### src/rtl/sram_arb_pkg.sv
// Shared types and constants for the SRAM port arbiter (instruction fetch vs. load/store).
// The request struct fields are sized to the 32-bit default port widths.
package sram_arb_pkg;

  localparam int WAIT_W     = 4;
  localparam int ARB_ADDR_W = 32;
  localparam int ARB_DATA_W = 32;

  typedef enum logic {
    OWN_INST = 1'b0,
    OWN_DATA = 1'b1
  } owner_e;

  typedef struct packed {
    logic                  we;
    logic [ARB_ADDR_W-1:0] addr;
    logic [ARB_DATA_W-1:0] wdata;
  } sram_req_t;

endpackage

### src/rtl/sram_arb_starve_cnt.sv
// Saturating count of consecutive cycles the fetch port was denied.
// inst_prio rises once the count reaches MAX_WAIT, letting fetch beat data.
module sram_arb_starve_cnt
  import sram_arb_pkg::*;
#(
  parameter int unsigned MAX_WAIT = 4
) (
  input  logic clk,
  input  logic reset,
  input  logic inst_req,
  input  logic inst_gnt,
  output logic inst_prio
);

  localparam logic [WAIT_W-1:0] MAX_CNT = WAIT_W'(MAX_WAIT);

  logic [WAIT_W-1:0] wait_cnt_d;
  logic [WAIT_W-1:0] wait_cnt_q;

  // NOTE: always_comb assigns every output a default first, so no path leaves a value held (no latch).
  always_comb begin
    wait_cnt_d = wait_cnt_q;
    if (!inst_req || inst_gnt) begin
      wait_cnt_d = '0;
    end else if (wait_cnt_q != MAX_CNT) begin
      wait_cnt_d = wait_cnt_q + 1'b1;
    end
  end

  // NOTE: sequential state uses non-blocking (<=) so every flop samples pre-edge values.
  always_ff @(posedge clk) begin
    if (reset) begin
      wait_cnt_q <= '0;
    end else begin
      wait_cnt_q <= wait_cnt_d;
    end
  end

  assign inst_prio = (wait_cnt_q == MAX_CNT);

endmodule

### src/rtl/sram_port_arbiter.sv
// Shares one single-port synchronous SRAM between CPU fetch and load/store ports.
// Optional SRAM_ARB_PERF_CNT_EN adds grant/conflict performance counters.
module sram_port_arbiter
  import sram_arb_pkg::*;
#(
  parameter int unsigned ADDR_W   = 32,
  parameter int unsigned DATA_W   = 32,
  parameter int unsigned MAX_WAIT = 4
) (
  input  logic              clk,
  input  logic              reset,
  input  logic              inst_req,
  input  logic [ADDR_W-1:0] inst_addr,
  output logic              inst_gnt,
  output logic              inst_rvalid,
  output logic [DATA_W-1:0] inst_rdata,
  input  logic              data_req,
  input  logic              data_we,
  input  logic [ADDR_W-1:0] data_addr,
  input  logic [DATA_W-1:0] data_wdata,
  output logic              data_gnt,
  output logic              data_rvalid,
  output logic [DATA_W-1:0] data_rdata,
  output logic              sram_en,
  output logic              sram_we,
  output logic [ADDR_W-1:0] sram_addr,
  output logic [DATA_W-1:0] sram_wdata,
  input  logic [DATA_W-1:0] sram_rdata
`ifdef SRAM_ARB_PERF_CNT_EN
  ,
  output logic [31:0]       perf_inst_cnt,
  output logic [31:0]       perf_data_cnt,
  output logic [31:0]       perf_conflict_cnt
`endif
);

  logic      inst_prio;
  logic      inst_win;
  logic      data_win;
  sram_req_t win;

  logic      rd_pend_d;
  logic      rd_pend_q;
  owner_e    rd_owner_d;
  owner_e    rd_owner_q;

  sram_arb_starve_cnt #(
    .MAX_WAIT (MAX_WAIT)
  ) u_starve (
    .clk       (clk),
    .reset     (reset),
    .inst_req  (inst_req),
    .inst_gnt  (inst_win),
    .inst_prio (inst_prio)
  );

  // Data wins unless fetch has waited MAX_WAIT cycles; nothing is granted in reset.
  always_comb begin
    data_win = 1'b0;
    inst_win = 1'b0;
    if (!reset) begin
      if (data_req && !(inst_prio && inst_req)) begin
        data_win = 1'b1;
      end else if (inst_req) begin
        inst_win = 1'b1;
      end
    end
  end

  always_comb begin
    win = '0;
    if (data_win) begin
      win.we    = data_we;
      win.addr  = ARB_ADDR_W'(data_addr);
      win.wdata = ARB_DATA_W'(data_wdata);
    end else if (inst_win) begin
      win.addr  = ARB_ADDR_W'(inst_addr);
    end
  end

  assign inst_gnt   = inst_win;
  assign data_gnt   = data_win;
  assign sram_en    = inst_win | data_win;
  assign sram_we    = win.we;
  assign sram_addr  = ADDR_W'(win.addr);
  assign sram_wdata = DATA_W'(win.wdata);

  // Track which port owns the read that returns next cycle; stores never respond.
  always_comb begin
    rd_pend_d  = sram_en & ~sram_we;
    rd_owner_d = data_win ? OWN_DATA : OWN_INST;
  end

  always_ff @(posedge clk) begin
    if (reset) begin
      rd_pend_q  <= 1'b0;
      rd_owner_q <= OWN_INST;
    end else begin
      rd_pend_q  <= rd_pend_d;
      rd_owner_q <= rd_owner_d;
    end
  end

  // Gated by reset so a read in flight when reset arrives never reports valid.
  assign inst_rvalid = ~reset & rd_pend_q & (rd_owner_q == OWN_INST);
  assign data_rvalid = ~reset & rd_pend_q & (rd_owner_q == OWN_DATA);
  assign inst_rdata  = sram_rdata;
  assign data_rdata  = sram_rdata;

`ifdef SRAM_ARB_PERF_CNT_EN
  logic [31:0] perf_inst_cnt_d;
  logic [31:0] perf_inst_cnt_q;
  logic [31:0] perf_data_cnt_d;
  logic [31:0] perf_data_cnt_q;
  logic [31:0] perf_conflict_cnt_d;
  logic [31:0] perf_conflict_cnt_q;

  always_comb begin
    perf_inst_cnt_d     = perf_inst_cnt_q + {31'd0, inst_win};
    perf_data_cnt_d     = perf_data_cnt_q + {31'd0, data_win};
    perf_conflict_cnt_d = perf_conflict_cnt_q + {31'd0, inst_req & data_req};
  end

  always_ff @(posedge clk) begin
    if (reset) begin
      perf_inst_cnt_q     <= '0;
      perf_data_cnt_q     <= '0;
      perf_conflict_cnt_q <= '0;
    end else begin
      perf_inst_cnt_q     <= perf_inst_cnt_d;
      perf_data_cnt_q     <= perf_data_cnt_d;
      perf_conflict_cnt_q <= perf_conflict_cnt_d;
    end
  end

  assign perf_inst_cnt     = perf_inst_cnt_q;
  assign perf_data_cnt     = perf_data_cnt_q;
  assign perf_conflict_cnt = perf_conflict_cnt_q;
`endif

endmodule

### config.mk
export PLATFORM = sky130hd
export DESIGN_NAME = sram_port_arbiter
export DESIGN_NICKNAME = d
export VERILOG_FILES = /design/src/rtl/sram_arb_pkg.sv /design/src/rtl/sram_arb_starve_cnt.sv /design/src/rtl/sram_port_arbiter.sv
export SDC_FILE = /design/constraint.sdc
export NUM_CORES = 1
export LEC_CHECK = 0
export BUFFER_PORTS_ARGS = -buffer_cell sky130_fd_sc_hd__buf_2
export CELL_PAD_IN_SITES_DETAIL_PLACEMENT = 0
export CELL_PAD_IN_SITES_GLOBAL_PLACEMENT = 2
export CORE_MARGIN = 2
export CORE_UTILIZATION = 10
export CTS_BUF_LIST = sky130_fd_sc_hd__clkbuf_8 sky130_fd_sc_hd__clkbuf_16
export CTS_CLUSTER_SIZE = 25
export DETAILED_ROUTE_END_ITERATION = 12
export GPL_TIMING_DRIVEN = 0
export PLACE_DENSITY = 0.87
export SLEW_MARGIN = 20
export SYNTH_ARGS = -nofsm -noshare
export SYNTH_HDL_FRONTEND = slang
export SYNTH_HIERARCHICAL = 1
export SYNTH_SLANG_ARGS = --single-unit
### constraint.sdc
create_clock -name clk -period 2 [get_ports clk]
set_input_delay 0.1 -clock clk [delete_from_list [all_inputs] [get_ports clk]]
set_output_delay 0.1 -clock clk [all_outputs]
set_load 0.05 [all_outputs]
== Word level (Yosys, flattened, before mapping) ==
Index checks and enable logic that the tools add are counted.

* Register bits after elaboration: 6
* Input port bits: 133

* $add $sub $neg: 1
* Equal/unequal tests: 2
* Muxes and demuxes: 10
* Bitwise operators: 8
* Reductions and logical operators: 6

{| class="wikitable"
|+ Operators by type and width
! cell !! number
|-
| 2-to-1 mux 32 bit || 3
|-
| 2-to-1 mux 1 bit || 7
|-
| adder 4 x 1 -> 4 bit, second input constant || 1
|-
| bitwise AND 1 bit || 4
|-
| == test 4 x 3 -> 1 bit, second input constant || 1
|-
| != test 4 x 3 -> 1 bit, second input constant || 1
|-
| NOT 1 bit || 3
|-
| logical AND 1 bit || 2
|-
| zero test 1 bit || 2
|-
| OR reduction 2 bit || 1
|-
| logical OR 1 bit || 1
|-
| bitwise OR 1 bit || 1
|}

== Longest topological paths before layout ==
* Depth in word-level cells: 9
* Mapped depth: 11
* Mapped depth without buffers: 9

== Cells and area by module ==
The synthesis kept the hierarchy.

{| class="wikitable"
|+ By module, submodules not included
! module !! instances !! cells each !! area each (um^2) !! seq. area each (um^2)
|-
| sram_port_arbiter || 1 || 193 || 1293.7 || 40.0
|-
| sram_arb_starve_cnt || 1 || 21 || 214.0 || 80.1
|}

== Worst setup path before layout ==
OpenSTA, ideal clock, no wires.

* Path kind: reg2reg
* From: reg u_starve.wait_cnt_q[0]
* To: reg u_starve.wait_cnt_q[0]
* Arrival: 2306 ps
* Required time: 1885 ps
* Path slack: -421 ps
* Stages on the path, launching flop included: 12
* Buffers on the path: 2
* Period minus slack after synthesis: 2421 ps
* Cells stage by stage: dfxtp_1 inv_1 ha_1 nand3b_4 inv_1 nand2b_1 buf_2 buf_2 nand2_1 nor2_1 or3b_4 nor2_1

* Longest elaborated chain between the ends: 8

{| class="wikitable"
|+ RTL lines
! what !! RTL line !! source
|-
| from (decl) || sram_arb_starve_cnt.sv:18 || <nowiki>logic [WAIT_W-1:0] wait_cnt_q;</nowiki>
|-
| from (signal assigned) || sram_arb_starve_cnt.sv:35 || <nowiki>wait_cnt_q <= wait_cnt_d;</nowiki>
|-
| == test 4 x 3 -> 1 bit || sram_arb_starve_cnt.sv:39 || <nowiki>assign inst_prio = (wait_cnt_q == MAX_CNT);</nowiki>
|-
| net inst_prio || sram_port_arbiter.sv:37 || <nowiki>logic inst_prio;</nowiki>
|-
| logical AND 1 bit || sram_port_arbiter.sv:62 || <nowiki>if (data_req && !(inst_prio && inst_req)) begin</nowiki>
|-
| zero test 1 bit || sram_port_arbiter.sv:62 ||
|-
| logical AND 1 bit || sram_port_arbiter.sv:62 ||
|-
| 2-to-1 mux 1 bit || sram_port_arbiter.sv:62 ||
|-
| 2-to-1 mux 1 bit || sram_port_arbiter.sv:61 || <nowiki>if (!reset) begin</nowiki>
|-
| net inst_gnt || sram_port_arbiter.sv:14 || <nowiki>output logic inst_gnt,</nowiki>
|-
| logical OR 1 bit || sram_arb_starve_cnt.sv:23 || <nowiki>if (!inst_req || inst_gnt) begin</nowiki>
|-
| OR reduction 2 bit (no line) || - ||
|}

The timed path passes the listed nets, and every way through them passes these cells.
A chain may end at the register's enable or synchronous reset.

== Worst setup path after layout ==
* From: reg u_starve.wait_cnt_q[0]
* To: out sram_wdata[23]

* Longest elaborated chain between the ends: 7

{| class="wikitable"
|+ RTL lines
! what !! RTL line !! source
|-
| == test 4 x 3 -> 1 bit || sram_arb_starve_cnt.sv:39 ||
|-
| net inst_prio || sram_port_arbiter.sv:37 ||
|-
| logical AND 1 bit || sram_port_arbiter.sv:62 ||
|-
| zero test 1 bit || sram_port_arbiter.sv:62 ||
|-
| logical AND 1 bit || sram_port_arbiter.sv:62 ||
|-
| 2-to-1 mux 1 bit || sram_port_arbiter.sv:62 ||
|-
| 2-to-1 mux 1 bit || sram_port_arbiter.sv:61 ||
|-
| 2-to-1 mux 32 bit || sram_port_arbiter.sv:72 || <nowiki>if (data_win) begin</nowiki>
|-
| to (decl) || sram_port_arbiter.sv:27 || <nowiki>output logic [DATA_W-1:0] sram_wdata,</nowiki>
|}

The timed path passes the listed nets, and every way through them passes these cells.

==> impl_metrics.toml <==
[global_routing]
grt_pass1_vias = 2318
grtUsageTotal = 0.0935
grt_use_met3 = 0.0240
grt_pass1_wl_um = 11800
top_usage_layer = "met2"
gr-usage-met1 = 0.0938
overflow = 0
antenna_found_initial = 1
grtUsageMet2 = 0.190
grt_start_max_net_pins = 11

[die]
start_util = 0.103
fp.dieH_um = 127
rows = 44
die-area_um2 = 16100
core_um2 = 14600
ios = 267
die_w_um = 127

[power]
vdd_ir_drop_max_v = 0.000211
p_leak_nw = 1.97
power_density_nw_per_um2 = 428

[setup_path]
endpoint_kind = "output port"
r2r_slack_ns = 0.14
critPathSlowestCell = "dfxtp_2"
crit_path_cell_trace = "inv_2 -> ha_4 -> nand3b_4 -> inv_4 -> a21boi_4 -> and2b_4 -> buf_6 -> and2_4 -> buf_8"
crit_type = "flop to output port"
required_ns = 1.90
cp_max_fo = 8
crit_end = "sram_wdata[23]"
reg2reg_to = "u_starve/wait_cnt_q[1]$_SDFFE_PP0P_"
path_depth = 9
rr_worst_depth = 11
r2r-start = "u_starve/wait_cnt_q[0]$_SDFFE_PP0P_"
startpoint = "u_starve/wait_cnt_q[0]$_SDFFE_PP0P_"
cpPeakStageDelay_ns = 0.33
path_buf_inv = 4
critPathTopFamily = "simple AND/OR/NAND/NOR gates"
critPathLaunchType = "flop"
arrival_ns = 1.86

[sta]
setup_viol = 0
rsz0062_at_grt = "yes"
worst_pin_slew_ns = 0.768
hold_viol = 0
finalCritPeriodShare = 0.981
tns_ns = 0
skew_ns = 0.00107
max_freq_mhz = 509
max-slew-margin-rel = 0.488
period_needed_ns = 1.96
fin_ws_ns = 0.0370
slew_violations = 0

[placement]
post-dp-hpwl_um = 6580
place_area_um2 = 2990
dpl.cell_count = 632
pre_cts_slack_ns = -0.201
gp_congestion = 0.689
place.port_buffers = 234

[synth]
synth_compound_area_frac = 0.207
ys_seq_area_frac = 0.0797
synth_top_family_by_area = "buffers and inverters"
ys_top_cells_by_area = "buf_4 (32%), a32oi_1 (19%), and2_1 (14%)"
synthAdderAreaFrac = 0.0166
synth-seq-cells = 6
syn_area_um2 = 1510
yosys.area.top_type = "buf_4"
yosysWarnings = 6
synthSimpleGateAreaFrac = 0.290
postSynthNetCount = 349
synth_top_area_frac = 0.324
synthXorXnorAreaFrac = 0.0116
synthCells = 214
avgSynthCellArea_um2 = 7.05
synthMuxAreaShare = 0.0133
yosysUniqueCellTypes = 24

[detailed_routing]
first_pass_iters = 4
detail_route.vias_per_cell = 3.69
drcViolationCount = 0
drtIter0Drc = 35
wl_per_cell_um = 13.2
vias = 2385
ant_nets = 0
wl_um = 8540

[cells_and_area]
areaGrowthSynthToFinish_pct = 151
finalNonFillerCells = 646
fill_cells = 1585
final_common_cell = "buf_2"
nNetsFinal = 598
layout-drive-gt1-share = 0.870
layout_common_cells = "buf_2 (170), buf_4 (98), buf_8 (33)"
fin_area_um2 = 3780

[clocking]
cts_tree = "yes"
path_clk_slew_ns = 0.03
cts_max_level = 1
root_buffer = "clkbuf_16"
cts_inserted_buffers = 3
clk_latency_ns = 0.23
clkSinkCount = 6
cts_buffer_depth = 2

[job]
max_cap_viol_count = 0

[worst_hold_path]
hp-class = "input port to flop"

[status]
status = "finished, final reports clean"
==> through the flow <==
stage	power [mW]	hold slack, ns	util
after CTS	1.58	0.147	0.244
after global placement	1.13	0.385	0.204
after floorplan	0.869	0.253	-
after global routing	1.68	0.175	0.258
final	1.62	0.160	0.258
after detailed placement	1.13	0.388	0.204
==> cell usage after synthesis, drive strengths merged <==
cell    instances
buf            76
nor2           39
and2           33
a32oi          32
clkbuf          6
dfxtp           6
inv             3
a21oi           2
ha              2
mux2i           2
nand2b          2
xnor2           2
a21boi          1
and2b           1
and3b           1
nand2           1
nand3           1
nand3b          1
nor2b           1
nor3b           1
or3b            1
==> cell families after synthesis <==
logic type | after synthesis
buf+inv | 85
simple gates | 82
compound gates | 35
flops | 6
xor+xnor | 2
mux | 2
fa+ha+maj | 2
==> timing repair <==
action	in CTS	in global routing
gates cloned	3	0
setup buffers	7	1
resized for setup	145	63
pin swaps	4	33
endpoints found under the setup margin	71	68
hold buffers	0	0
==> layout make-up <==
| cell class | count | area, µm² | area share |
|---|---|---|---|
| plain buffers | 81 | 609 | 0.161 |
| flip-flops and latches | 6 | 123 | 0.0325 |
| multi-input cells | 123 | 1030 | 0.272 |
| well taps | 184 | 230 | 0.0609 |
| clock buffers | 3 | 75.1 | 0.0199 |
| diodes | 1 | 2.50 | 0.000662 |
| inverters | 3 | 13.8 | 0.00364 |
| repair buffers | 245 | 1700 | 0.449 |
==> tightest hold or removal path: cells and delay by family <==
kind / cells / cell delay [ns]
simple gates: 1 / 0.09
compound gates: 1 / 0.06
buf+inv: 1 / 0.09
==> per-layer routing <==
layer,vias to the layer above,part of all wire
met5,-,0
met4,0,0.0075
met3,5,0.11
met2,158,0.55
met1,1063,0.34
li1,1159,-
==> power breakdown <==
group | switching, mW | internal [mW]
registers | 0.00243 | 0.125
logic | 0.726 | 0.435
clock network | 0.0723 | 0.257
total | 0.801 | 0.817
==> flip-flops by register name, indices dropped and copies added, names as in the netlist <==
signal               flops
u_starve/wait_cnt_q      4
rd_owner_q               1
rd_pend_q                1
==> worst min path at each step <==
| stage | startpoint | to | cells after the start |
|---|---|---|---|
| after detailed placement | data_we | rd_pend_q$_SDFF_PP0_ | 3 |
| after global placement | data_we | rd_pend_q$_SDFF_PP0_ | 3 |
| final | data_we | rd_pend_q$_SDFF_PP0_ | 3 |
| after floorplan | data_req | rd_pend_q$_SDFF_PP0_ | 2 |
| after global routing | data_we | rd_pend_q$_SDFF_PP0_ | 3 |
| after CTS | data_we | rd_pend_q$_SDFF_PP0_ | 3 |
Power figures use the tool's default switching activity.
